### config.mk
export PLATFORM = sky130hd
export DESIGN_NAME = vdp_scroll_tile_fetcher
export DESIGN_NICKNAME = d
export VERILOG_FILES = /design/src/rtl/vdp_scroll_tile_fetcher.sv
export SDC_FILE = /design/constraint.sdc
export NUM_CORES = 1
export LEC_CHECK = 0
export ABC_AREA = 1
export CORE_MARGIN = 5
export CORE_UTILIZATION = 45
export CTS_BUF_LIST = sky130_fd_sc_hd__clkbuf_16
export DETAILED_ROUTE_END_ITERATION = 10
export GPL_TIMING_DRIVEN = 1
export HOLD_SLACK_MARGIN = 0.06
export PLACE_DENSITY_LB_ADDON = 0.25
export SYNTH_ARGS = -nofsm -noshare
export SYNTH_HDL_FRONTEND = slang
export SYNTH_SLANG_ARGS = --single-unit
### constraint.sdc
create_clock -name clk -period 2.2 [get_ports clk]
set_clock_uncertainty 0.05 [all_clocks]
set_input_delay 0.22 -clock clk [delete_from_list [all_inputs] [get_ports clk]]
set_output_delay 0.22 -clock clk [all_outputs]
set_load 0.02 [all_outputs]
### src/rtl/vdp_scroll_tile_fetcher.sv
// vdp_scroll_tile_fetcher: per-layer map/tile-row fetcher feeding a scroll pixel generator.
// Once per 8-pixel group it reads one map entry and two tile-row words over a req/ack
// VRAM port, then presents the row and palette with their load strobes.
// Optional feature macro: VDP_SCROLL_HFLIP_EN (horizontal flip via map bit 10).
module vdp_scroll_tile_fetcher #(
   parameter int unsigned MAP_WIDTH_LOG2  = 6,
   parameter int unsigned MAP_HEIGHT_LOG2 = 6
) (
   input  logic        clk,
   input  logic        reset_n,
   input  logic        line_active,
   input  logic [10:0] raster_x,
   input  logic [9:0]  raster_y,
   input  logic [10:0] scroll_x,
   input  logic [10:0] scroll_y,
   input  logic [15:0] map_base,
   input  logic [15:0] tile_base,
   output logic [15:0] vram_addr,
   output logic        vram_read_req,
   input  logic        vram_read_ack,
   input  logic [15:0] vram_read_data,
   output logic [31:0] pixel_row,
   output logic [3:0]  palette_number,
   output logic        tile_row_load_enable,
   output logic        meta_load_enable,
   output logic        shifter_preload_load_enable,
   output logic        underrun
);

   typedef enum logic [2:0] {
      StIdle,
      StMapReq,
      StRow0Req,
      StRow1Req,
      StDone
   } state_e;

   localparam logic [15:0] XMask = 16'((1 << MAP_WIDTH_LOG2) - 1);
   localparam logic [15:0] YMask = 16'((1 << MAP_HEIGHT_LOG2) - 1);

   state_e      state_q, state_d;
   logic [15:0] addr_q, addr_d;
   logic [2:0]  yfine_q, yfine_d;
   logic [3:0]  palette_q, palette_d;
   logic [15:0] row_hi_q, row_hi_d;
   logic [31:0] pixel_row_q, pixel_row_d;
   logic        underrun_q, underrun_d;
`ifdef VDP_SCROLL_HFLIP_EN
   logic        hflip_q, hflip_d;
`endif

   logic [10:0] x_sum, y_sum;
   logic [5:0]  tile_x, tile_y;
   logic [15:0] map_addr, tile_addr;
   logic [2:0]  fine_y;
   logic [31:0] row_raw, row_new;
   logic        boundary, group_end;
   logic        ack_map, ack_row0, ack_row1;
   logic        underrun_now;

`ifdef VDP_SCROLL_HFLIP_EN
   function automatic logic [31:0] nibble_rev(input logic [31:0] r);
      logic [31:0] o;
      for (int i = 0; i < 8; i++) begin
         o[4*i +: 4] = r[4*(7-i) +: 4];
      end
      return o;
   endfunction
`endif

   // Fetch coordinates, map/tile addresses and handshake qualifiers.
   always_comb begin
      // Fetch targets the next group, hence the +8 lookahead.
      x_sum     = raster_x + 11'd8 + {2'b00, scroll_x[8:0]};
      y_sum     = {1'b0, raster_y} + {2'b00, scroll_y[8:0]};
      tile_x    = x_sum[8:3];
      tile_y    = y_sum[8:3];
      map_addr  = map_base + (((16'(tile_y) & YMask) << MAP_WIDTH_LOG2) | (16'(tile_x) & XMask));
      fine_y    = vram_read_data[11] ? ~yfine_q : yfine_q;
      tile_addr = tile_base + {2'b00, vram_read_data[9:0], fine_y, 1'b0};
      row_raw   = {row_hi_q, vram_read_data};
`ifdef VDP_SCROLL_HFLIP_EN
      row_new   = hflip_q ? nibble_rev(row_raw) : row_raw;
`else
      row_new   = row_raw;
`endif
      boundary  = (raster_x[2:0] == 3'd0);
      group_end = (raster_x[2:0] == 3'd7);
      ack_map   = (state_q == StMapReq)  && vram_read_ack;
      ack_row0  = (state_q == StRow0Req) && vram_read_ack;
      ack_row1  = (state_q == StRow1Req) && vram_read_ack;
      // Underrun is only meaningful on an active line; a last-cycle row ack still completes.
      underrun_now = line_active && group_end && (state_q != StDone) && !ack_row1;
   end

   // Next-state logic and data latching.
   always_comb begin
      state_d     = state_q;
      addr_d      = addr_q;
      yfine_d     = yfine_q;
      palette_d   = palette_q;
      row_hi_d    = row_hi_q;
      pixel_row_d = pixel_row_q;
      underrun_d  = underrun_q;
`ifdef VDP_SCROLL_HFLIP_EN
      hflip_d     = hflip_q;
`endif
      unique case (state_q)
         StIdle, StDone: begin
            if (boundary && line_active) begin
               state_d = StMapReq;
               addr_d  = map_addr;
               yfine_d = y_sum[2:0];
            end
         end
         StMapReq: begin
            if (vram_read_ack) begin
               state_d   = StRow0Req;
               addr_d    = tile_addr;
               palette_d = vram_read_data[15:12];
`ifdef VDP_SCROLL_HFLIP_EN
               hflip_d   = vram_read_data[10];
`endif
            end
         end
         StRow0Req: begin
            if (vram_read_ack) begin
               state_d  = StRow1Req;
               addr_d   = addr_q + 16'd1;
               row_hi_d = vram_read_data;
            end
         end
         StRow1Req: begin
            if (vram_read_ack) begin
               state_d     = StDone;
               pixel_row_d = row_new;
            end
         end
         default: state_d = StIdle;
      endcase

      if (underrun_now) begin
         state_d     = StIdle;
         pixel_row_d = 32'h0;
         palette_d   = 4'h0;
         underrun_d  = 1'b1;
      end
      if (boundary && !line_active) begin
         state_d = StIdle;
      end
   end

   // State and datapath registers.
   always_ff @(posedge clk or negedge reset_n) begin
      if (!reset_n) begin
         state_q     <= StIdle;
         addr_q      <= 16'h0;
         yfine_q     <= 3'h0;
         palette_q   <= 4'h0;
         row_hi_q    <= 16'h0;
         pixel_row_q <= 32'h0;
         underrun_q  <= 1'b0;
`ifdef VDP_SCROLL_HFLIP_EN
         hflip_q     <= 1'b0;
`endif
      end else begin
         state_q     <= state_d;
         addr_q      <= addr_d;
         yfine_q     <= yfine_d;
         palette_q   <= palette_d;
         row_hi_q    <= row_hi_d;
         pixel_row_q <= pixel_row_d;
         underrun_q  <= underrun_d;
`ifdef VDP_SCROLL_HFLIP_EN
         hflip_q     <= hflip_d;
`endif
      end
   end

   // Outputs; latched data is bypassed on the ack cycle and blanked on underrun.
   always_comb begin
      vram_read_req  = (state_q == StMapReq) || (state_q == StRow0Req) ||
                       (state_q == StRow1Req);
      vram_addr      = vram_read_req ? addr_q : 16'h0;
      palette_number = underrun_now ? 4'h0 :
                       ack_map      ? vram_read_data[15:12] : palette_q;
      pixel_row      = underrun_now ? 32'h0 :
                       ack_row1     ? row_new : pixel_row_q;
      tile_row_load_enable        = ack_row1;
      meta_load_enable            = ack_map && !underrun_now;
      shifter_preload_load_enable = line_active && group_end;
      underrun                    = underrun_q;
   end

   logic unused_bits;
   assign unused_bits = ^{scroll_x[10:9], scroll_y[10:9], x_sum[10:9], x_sum[2:0],
                          y_sum[10:9], vram_read_data[10], ack_row0};

endmodule

==> results of run 1 <==
-- cell usage in the layout, fill, tap and decap left out, types with 11 or more instances in the layout --
master / n
inv_2: 15
buf_2: 31
clkdlybuf4s50_1: 64
nand3_1: 92
buf_4: 111
xor2_1: 15
ha_4: 26
inv_1: 151
nand2_2: 26
nand2_1: 271
ha_1: 19
a21oi_2: 11
nor2_1: 64
o21ai_0: 60
dlygate4sd2_1: 24
a21oi_1: 26
nand3_2: 12
dfrtp_1: 75
nand4_1: 17
-- power by group --
group          switching [mW]  total (mW)  internal (mW)
clock                   0.636        1.65           1.02
combinational            4.03        6.88           2.86
sequential              0.366        2.38           2.01
total                    5.03        10.9           5.89
-- what timing repair did --
item	in CTS	in global routing
gates cloned	2	0
hold buffers	1	0
setup buffers	12	0
resized for setup	302	67
setup endpoints to repair	70	52
hold endpoints to repair	37	0
pin swaps	90	44
-- per-stage QoR --
step | setup WS [ns] | setup TNS (ns) | util
CTS | -0.263 | -2.70 | 0.700
global route | -0.481 | -5.63 | 0.702
finish | -0.290 | -3.14 | 0.702
floorplan | -0.425 | -3.91 | -
global placement | -1.02 | -24.91 | 0.640
detailed placement | -1.10 | -26.31 | 0.640
-- cell families after synthesis --
kind of cell,Yosys count
AND/OR/NAND/NOR,514
flip-flops,75
adder cells (fa/ha/maj),50
AO/OA/AOI/OAI,125
buffers and inverters,190
XOR/XNOR,22
multiplexers,1
-- area by class of cell --
class / instances / share of cell area
multi-input combinational: 712 / 0.446
timing repair buffer: 266 / 0.238
sequential: 75 / 0.193
inverter: 167 / 0.0648
clock buffer: 9 / 0.0232
tap: 180 / 0.0232
clock inverter: 7 / 0.0111
-- critical path: stages --
cell     delay (ns)
buf_6          0.10
ha_4           0.24
ha_4           0.25
nand4_1        0.07
nand2_1        0.11
nand2_1        0.07
nand2_2        0.09
nand4_1        0.09
nand3_1        0.11
xor2_1         0.19
ha_1           0.30
nand2_2        0.09
inv_2          0.05
a21oi_2        0.14
nand2_2        0.11
xor2_1         0.16
nand2_1        0.08
nand3_1        0.06
o21ai_1        0.08
inv_1          0.05
-- flip-flops by register name, indices dropped and copies added (netlist names) --
| signal | flops |
|---|---|
| addr_q | 16 |
| pixel_row_q | 32 |
| row_hi_q | 16 |
| underrun | 1 |
| palette_q | 4 |
| yfine_q | 3 |
| state_q | 3 |
-- worst min-delay path by stage --
stage	from	slack (ns)	to
after detailed placement	reset_n	0.19	underrun
final	raster_y[0]	0.18	yfine_q[0]
after global placement	reset_n	0.19	underrun
after floorplan	reset_n	-0.13	addr_q[0]
after CTS	raster_y[0]	0.18	yfine_q[0]
after global routing	raster_y[0]	0.19	yfine_q[0]
-- per-layer routing --
| layer | track usage | wire, um | up-vias | part of all wire |
|---|---|---|---|---|
| li1 | - | - | 3623 | - |
| met5 | 0 | 0 | - | 0 |
| met4 | 0.0668 | 412 | 0 | 0.020 |
| met2 | 0.440 | 10200 | 209 | 0.50 |
| met1 | 0.323 | 8750 | 3350 | 0.43 |
| met3 | 0.0365 | 1090 | 32 | 0.053 |
==> impl_results.md, run 1 <==
* Largest net degree at the start of global routing at 40
* Top post-synthesis cells by area: dfrtp_1 (30%), nand2_1 (18%), inv_1 (9.8%)
* Clock latency on the worst-skew pair at 0.34 ns
* Synth Area in Adders at 0.103
* Initial DRC count at 457
* Final setup margin at -0.290 ns
* FP Rows at 43
* Synth Instances at 977
* Slew HR at 0.641
* CP Max Fanout at 4
* N_diodes at 0
* Tightest Pin Transition at 0.538 ns
* Count leader, synth: nand2_1
* Ports at ~150
* Reg2reg end: addr_q[15]
* H-tree Lvls at 3
* Die ar. at 16500 um2
* Synthesized cell area at approximately 6300 um2
* Clock buffer depth at 2
* Yosys top cell by area: dfrtp_1
* Clk sink count at between 70 and 80
* Reg2reg path depth at 15
* RePlAce Congestion at 0.963
* Max-cap violations at 0
* Post-synth top flop: dfrtp_1
* Peak VDD IR at 1.01 mV
* Final Instance Area at 9710 um2
* DRC Markers at 0
* Starting Density at 0.456
* Startpoint class of the critical path: primary input
* Compound-Gate Fraction of Synth Area at 0.105
* IO buf count at 144
* Post-synth top cells: nand2_1 (298), inv_1 (164), nand3_1 (104)
* Vias in the first global route at ~7000
* Fill count at 1172
* Dpl hpwl at approximately 15 mm
* Area Overhead vs Synth at 54.1%
* Via count at roughly 7200
* Fin crit share at 1.13
* Post-DP Area at 8850 um2
* # nets final at between 1000 and 1500
* FFs w/ async S/R, synth at 1.00
* Final Hold Viols at 0
* Multi-input gate area at 4330 um2
* Yosys warns at 0
* Worst setup path class: primary input to flip-flop
* WL final at 20.5 mm
* CTS tree: done
* CP Data Arrival Time at 2.67 ns
* Hold slack final at 0.183 ns
* First-pass GRT wire length at 33.7 mm
* Syn Area/Cell at 6.45 um2
* Status: finished with violations
* Largest family of logic cells by synthesized area: simple AND/OR/NAND/NOR gates
* Syn Nets at ~1100
* CTS buffer count at 9
* Storage cell area at 1880 um2
* Synth Area in Simple Gates at 0.345
* Critical path endpoint: addr_q[7]
* R2r startpoint: yfine_q[0]
* Overall power at 10.9 mW
* Leak pwr at 5.28 nW
* Post-synth cell types at 36
* RSZ-0062 raised after global routing: true
* Proportion of synthesized area in mux cells at 0.00179
* DP Cell Count at 1385
* Chip height at approximately 130 um
* Via density at 5.09
* DR WL/cell at 14.4 um
* Gr usage total at 0.250
* Seq/Total Area, Yosys at 0.298
* Final setup vio count at 14
* Gr ovfl total at 0
* PwrDens at 1120 nW/um2
* Initial antenna violation count at 0
* CTS Root Cell: clkbuf_16
* #FFs+latches synth at 75
* Min-Delay Path Class: primary input to flip-flop
* Failing checks: setup timing
* Final min period at 2.49 ns
* Critical path endpoint category: flip-flop
* Worst-path clk slew at 0.06 ns
* First-pass DRT Iterations at 5
* Top cell type's share of synthesized area at 0.298
* Chip Width at 128 um
* Req. time, crit path at approximately 2.4 ns
* Fin. max-slew vios at 0
* Crit path from: scroll_x[2]
* Placeable Area at 13800 um2
* Highest clock rate at about 0.4 GHz
* Worst Hold Depth at 3
* Number of synthesized flops with an enable pin at 0
* Xor and xnor area share after synthesis at 0.0306
* R2R Setup Slk at 0.08 ns
* Finished Layout Cells at 1416
* Share of cells above drive strength 1 at 0.256
* Post-route ant nets at 0
Note: power is estimated with default switching activity, not from simulation.
==> inputs of run 2 (changes only) <==
--- a/config.mk
+++ b/config.mk
@@ -6,6 +6,7 @@
 export NUM_CORES = 1
 export LEC_CHECK = 0
 export ABC_AREA = 1
+export CAP_MARGIN = 20
 export CORE_MARGIN = 5
 export CORE_UTILIZATION = 45
 export CTS_BUF_LIST = sky130_fd_sc_hd__clkbuf_16
@@ -13,6 +14,7 @@
 export GPL_TIMING_DRIVEN = 1
 export HOLD_SLACK_MARGIN = 0.06
 export PLACE_DENSITY_LB_ADDON = 0.25
+export SETUP_SLACK_MARGIN = 0.05
 export SYNTH_ARGS = -nofsm -noshare
 export SYNTH_HDL_FRONTEND = slang
 export SYNTH_SLANG_ARGS = --single-unit
==> run 2 against run 1 <==
Compared with the run above:
- the flow still finishes with violations (setup timing)
- largest power group unchanged
- cell count grew 0.92%
- routed wire length grew 2.3%
- design area grew 2.9%
- hold slack lost 0.0030 ns
- first-iteration DRC count grew 40%
- combinational power grew 5.1%
- critical path type unchanged
- critical endpoint is now addr_q[4]
==> impl_results.md, run 2 (synthesis gave the netlist of run 1 again) <==
* H-tree Lvls at 3 (unchanged)
* Tightest Pin Transition at 0.458 ns (-0.0808 ns)
* Worst-path clk slew at 0.06 ns (about the same)
* Met1 Use GR at 0.324 (+0.00174)
* Initial DRC count at 642 (+40%)
* Highest clock rate at 0.384 GHz (-4.4%)
* Initial antenna violation count at 0 (unchanged)
* Biggest regs: pixel_row_q: 32 flops, addr_q: 16 flops, row_hi_q: 16 flops
* Clock buffer depth at 2 (unchanged)
* CP Cell Sequence: buf_8 -> ha_4 -> ha_4 -> nand4_1 -> nand2_1 -> buf_6 -> buf_12 -> xnor2_4 -> inv_2 -> ha_4 -> fa_2 -> nand2_2 -> nand2_2 -> nand2_4 -> nand2_4 -> buf_6 -> xor2_1 -> nand2_1 -> a41oi_2
* Via density at 5.11 (+0.40%)
* Largest net degree at the start of global routing at 47 (+18%)
* Cell internal pwr at 5.87 mW (-0.35%)
* PwrDens at 1110 nW/um2 (-1.3%)
* Chip height at 128 um (unchanged)
* GRT Max-Usage Layer: met2
* Vias in the first global route at 6983 (-2.5%)
* WL final at 20.9 mm (+2.3%)
* Ports at 152 (unchanged)
* Dpl hpwl at 15.1 mm (-1.2%)
* Critical path buffer and inverter count at 5 (+2)
* Chip Width at 128 um (unchanged)
* Clock latency on the worst-skew pair at 0.34 ns (about the same)
* Final min period at 2.61 ns (+0.115 ns)
* Final setup margin at -0.405 ns (-0.115 ns)
* Commonest non-fill, non-tap cell in the layout: nand2_1
* First-pass GRT wire length at 32.8 mm (-2.7%)
* RSZ-0062 raised after global routing: true
* N_diodes at 0 (unchanged)
* Area Overhead vs Synth at 58.5%
* IO buf count at 144 (unchanged)
* Req. time, crit path at 2.41 ns (+0.03 ns)
* DP Cell Count at 1387 (+0.14%)
* Fin crit share at 1.18 (+0.0522)
* Biggest register: pixel_row_q
* Most used cell along the critical path: ha_4
* Worst setup path class: primary input to flip-flop
* M3 GR Usage at 0.0315 (-0.00498)
* Max-cap violations at 0 (unchanged)
* Comb pwr share at 0.653 (+0.022)
* Failing checks: setup timing
* Reg2reg path depth at 15 (unchanged)
* RePlAce Congestion at 0.956 (-0.74%)
* Die ar. at 16500 um2 (unchanged)
* Leak pwr at 5.42 nW (+2.6%)
* Peak VDD IR at 0.671 mV (-34%)
* Hold slack final at 0.180 ns (-0.00301 ns)
* Via count at 7309 (+1.3%)
* CP Data Arrival Time at 2.81 ns (+0.14 ns)
* Worst path slowest cell: fa_2
* Critical path endpoint category: flip-flop
* FP Rows at 43 (unchanged)
* Net switching power at 5.21 mW (+3.6%)
* Levels on crit path at 19 (-5.0%)
* Met2 Track Usage GR at 0.419 (-0.0211)
* Starting Density at 0.456 (unchanged)
* Max reg flops at 32 (unchanged)
* Slew HR at 0.695 (+0.0538)
* Gr ovfl total at 0 (unchanged)
* Clk sink count at 75 (unchanged)
* DR WL/cell at 14.7 um (+1.4%)
* CTS Root Cell: clkbuf_16
* Post-route ant nets at 0 (unchanged)
* DRC Markers at 0 (unchanged)
* Fin. max-slew vios at 0 (unchanged)
* Final Instance Area at 9990 um2 (+2.9%)
* Worst Hold Depth at 3 (unchanged)
* CTS tree: done
* Gr usage total at 0.243 (-0.00782)
* Final Hold Viols at 0 (unchanged)
* Finished Layout Cells at 1429 (+0.92%)
* Most frequent cells in the layout: nand2_1 (257), inv_1 (147), buf_4 (118), nand3_1 (88), dfrtp_1 (75)
* Placeable Area at 13800 um2 (unchanged)
* Reg power frac at 0.215 (-0.003)
* CP Max Fanout at 3 (-1)
* R2R Setup Slk at -0.01 ns (-0.09 ns)
* Switch share at 0.470 (+0.00973)
* Final setup vio count at 14 (unchanged)
* Status: finished with violations
* Max incr delay on CP at 0.36 ns (+0.06 ns)
* CTS buffer count at 9 (unchanged)
* Share of cells above drive strength 1 at 0.293 (+0.0374)
* Startpoint class of the critical path: primary input
* Clock Power Share at 0.132 (-0.019)
* Post-DP Area at 8870 um2 (+0.17%)
* Min-Delay Path Class: primary input to flip-flop
* Crit path max-delay family: adder cells
* First-pass DRT Iterations at 6 (+1)
* # nets final at 1389 (+0.94%)
[run 2: changes by cell type in the layout (fill, tap and decap cells not counted), moves of 6 or more]
cell           before  now
nand2_2            26   32
nand2_1           271  257
nand2_4             4   12
clkbuf_2            5   21
buf_6               9   16
buf_2              31   19
buf_4             111  118
dlygate4sd2_1      24   13
[run 2: timing repair]
action,4_1_cts,5_1_grt
endpoints found under the hold margin,29,0
endpoints found under the setup margin,70,68
gates cloned,0,2
hold buffers,1,0
gates resized for setup,267,170
buffers inserted,8,15
pin swaps,71,77
[run 2: per-layer routing]
metal / part of all wire / up-vias
li1: - / 3657
met1: 0.42 / 3353
met2: 0.49 / 243
met3: 0.056 / 56
met4: 0.029 / 0
met5: 0 / -
[run 2: final cells by class]
class                      count  area, um2
clock buffer                   9        225
clock inverter                 7       65.1
fill                        1110       3840
inverter                     167        637
multi-input combinational    712       4510
sequential                    75       1880
tap                          180        225
timing repair buffer         279       2450
[run 2: worst reg2reg max path, cell delays in order (launching register included)]
cell     delay, ns
dfrtp_1       0.38
xor2_1        0.16
ha_1          0.20
inv_1         0.06
fa_1          0.38
inv_1         0.10
buf_4         0.11
nand2_1       0.05
nand3_1       0.10
nand2_1       0.08
nand2_1       0.08
nand2_1       0.05
nand3_1       0.11
nand3_1       0.09
nand2_1       0.07
inv_1         0.03
[run 2: final timing paths]
kind,start,endpoint
min reg2reg,underrun,underrun
min,scroll_y[0],yfine_q[0]
min in group asynchronous,reset_n,state_q[0]
max,raster_x[2],addr_q[4]
max reg2reg,yfine_q[0],addr_q[15]
max in group asynchronous,reset_n,pixel_row_q[2]
[run 2: power groups by stage]
stage          sequential (mW)  clock, mW  combinational (mW)
5_1_grt                   2.46       1.55                7.96
6_report                  2.38       1.46                7.23
3_3_place_gp              2.35          0                6.69
4_1_cts                   2.36       1.49                6.77
2_1_floorplan             2.29          0                3.84
3_5_place_dp              2.38          0                6.79
[run 2: per-stage QoR]
stage                     power (mW)  setup TNS (ns)  utilization  setup slack, ns
after floorplan                 6.12           -3.91            -           -0.425
after global placement          9.04          -24.28        0.641            -1.02
after detailed placement        9.17          -26.46        0.641            -1.11
after CTS                       10.6           -2.94        0.693           -0.266
after global routing            12.0           -6.56        0.723           -0.533
final                           11.1           -4.56        0.723           -0.405
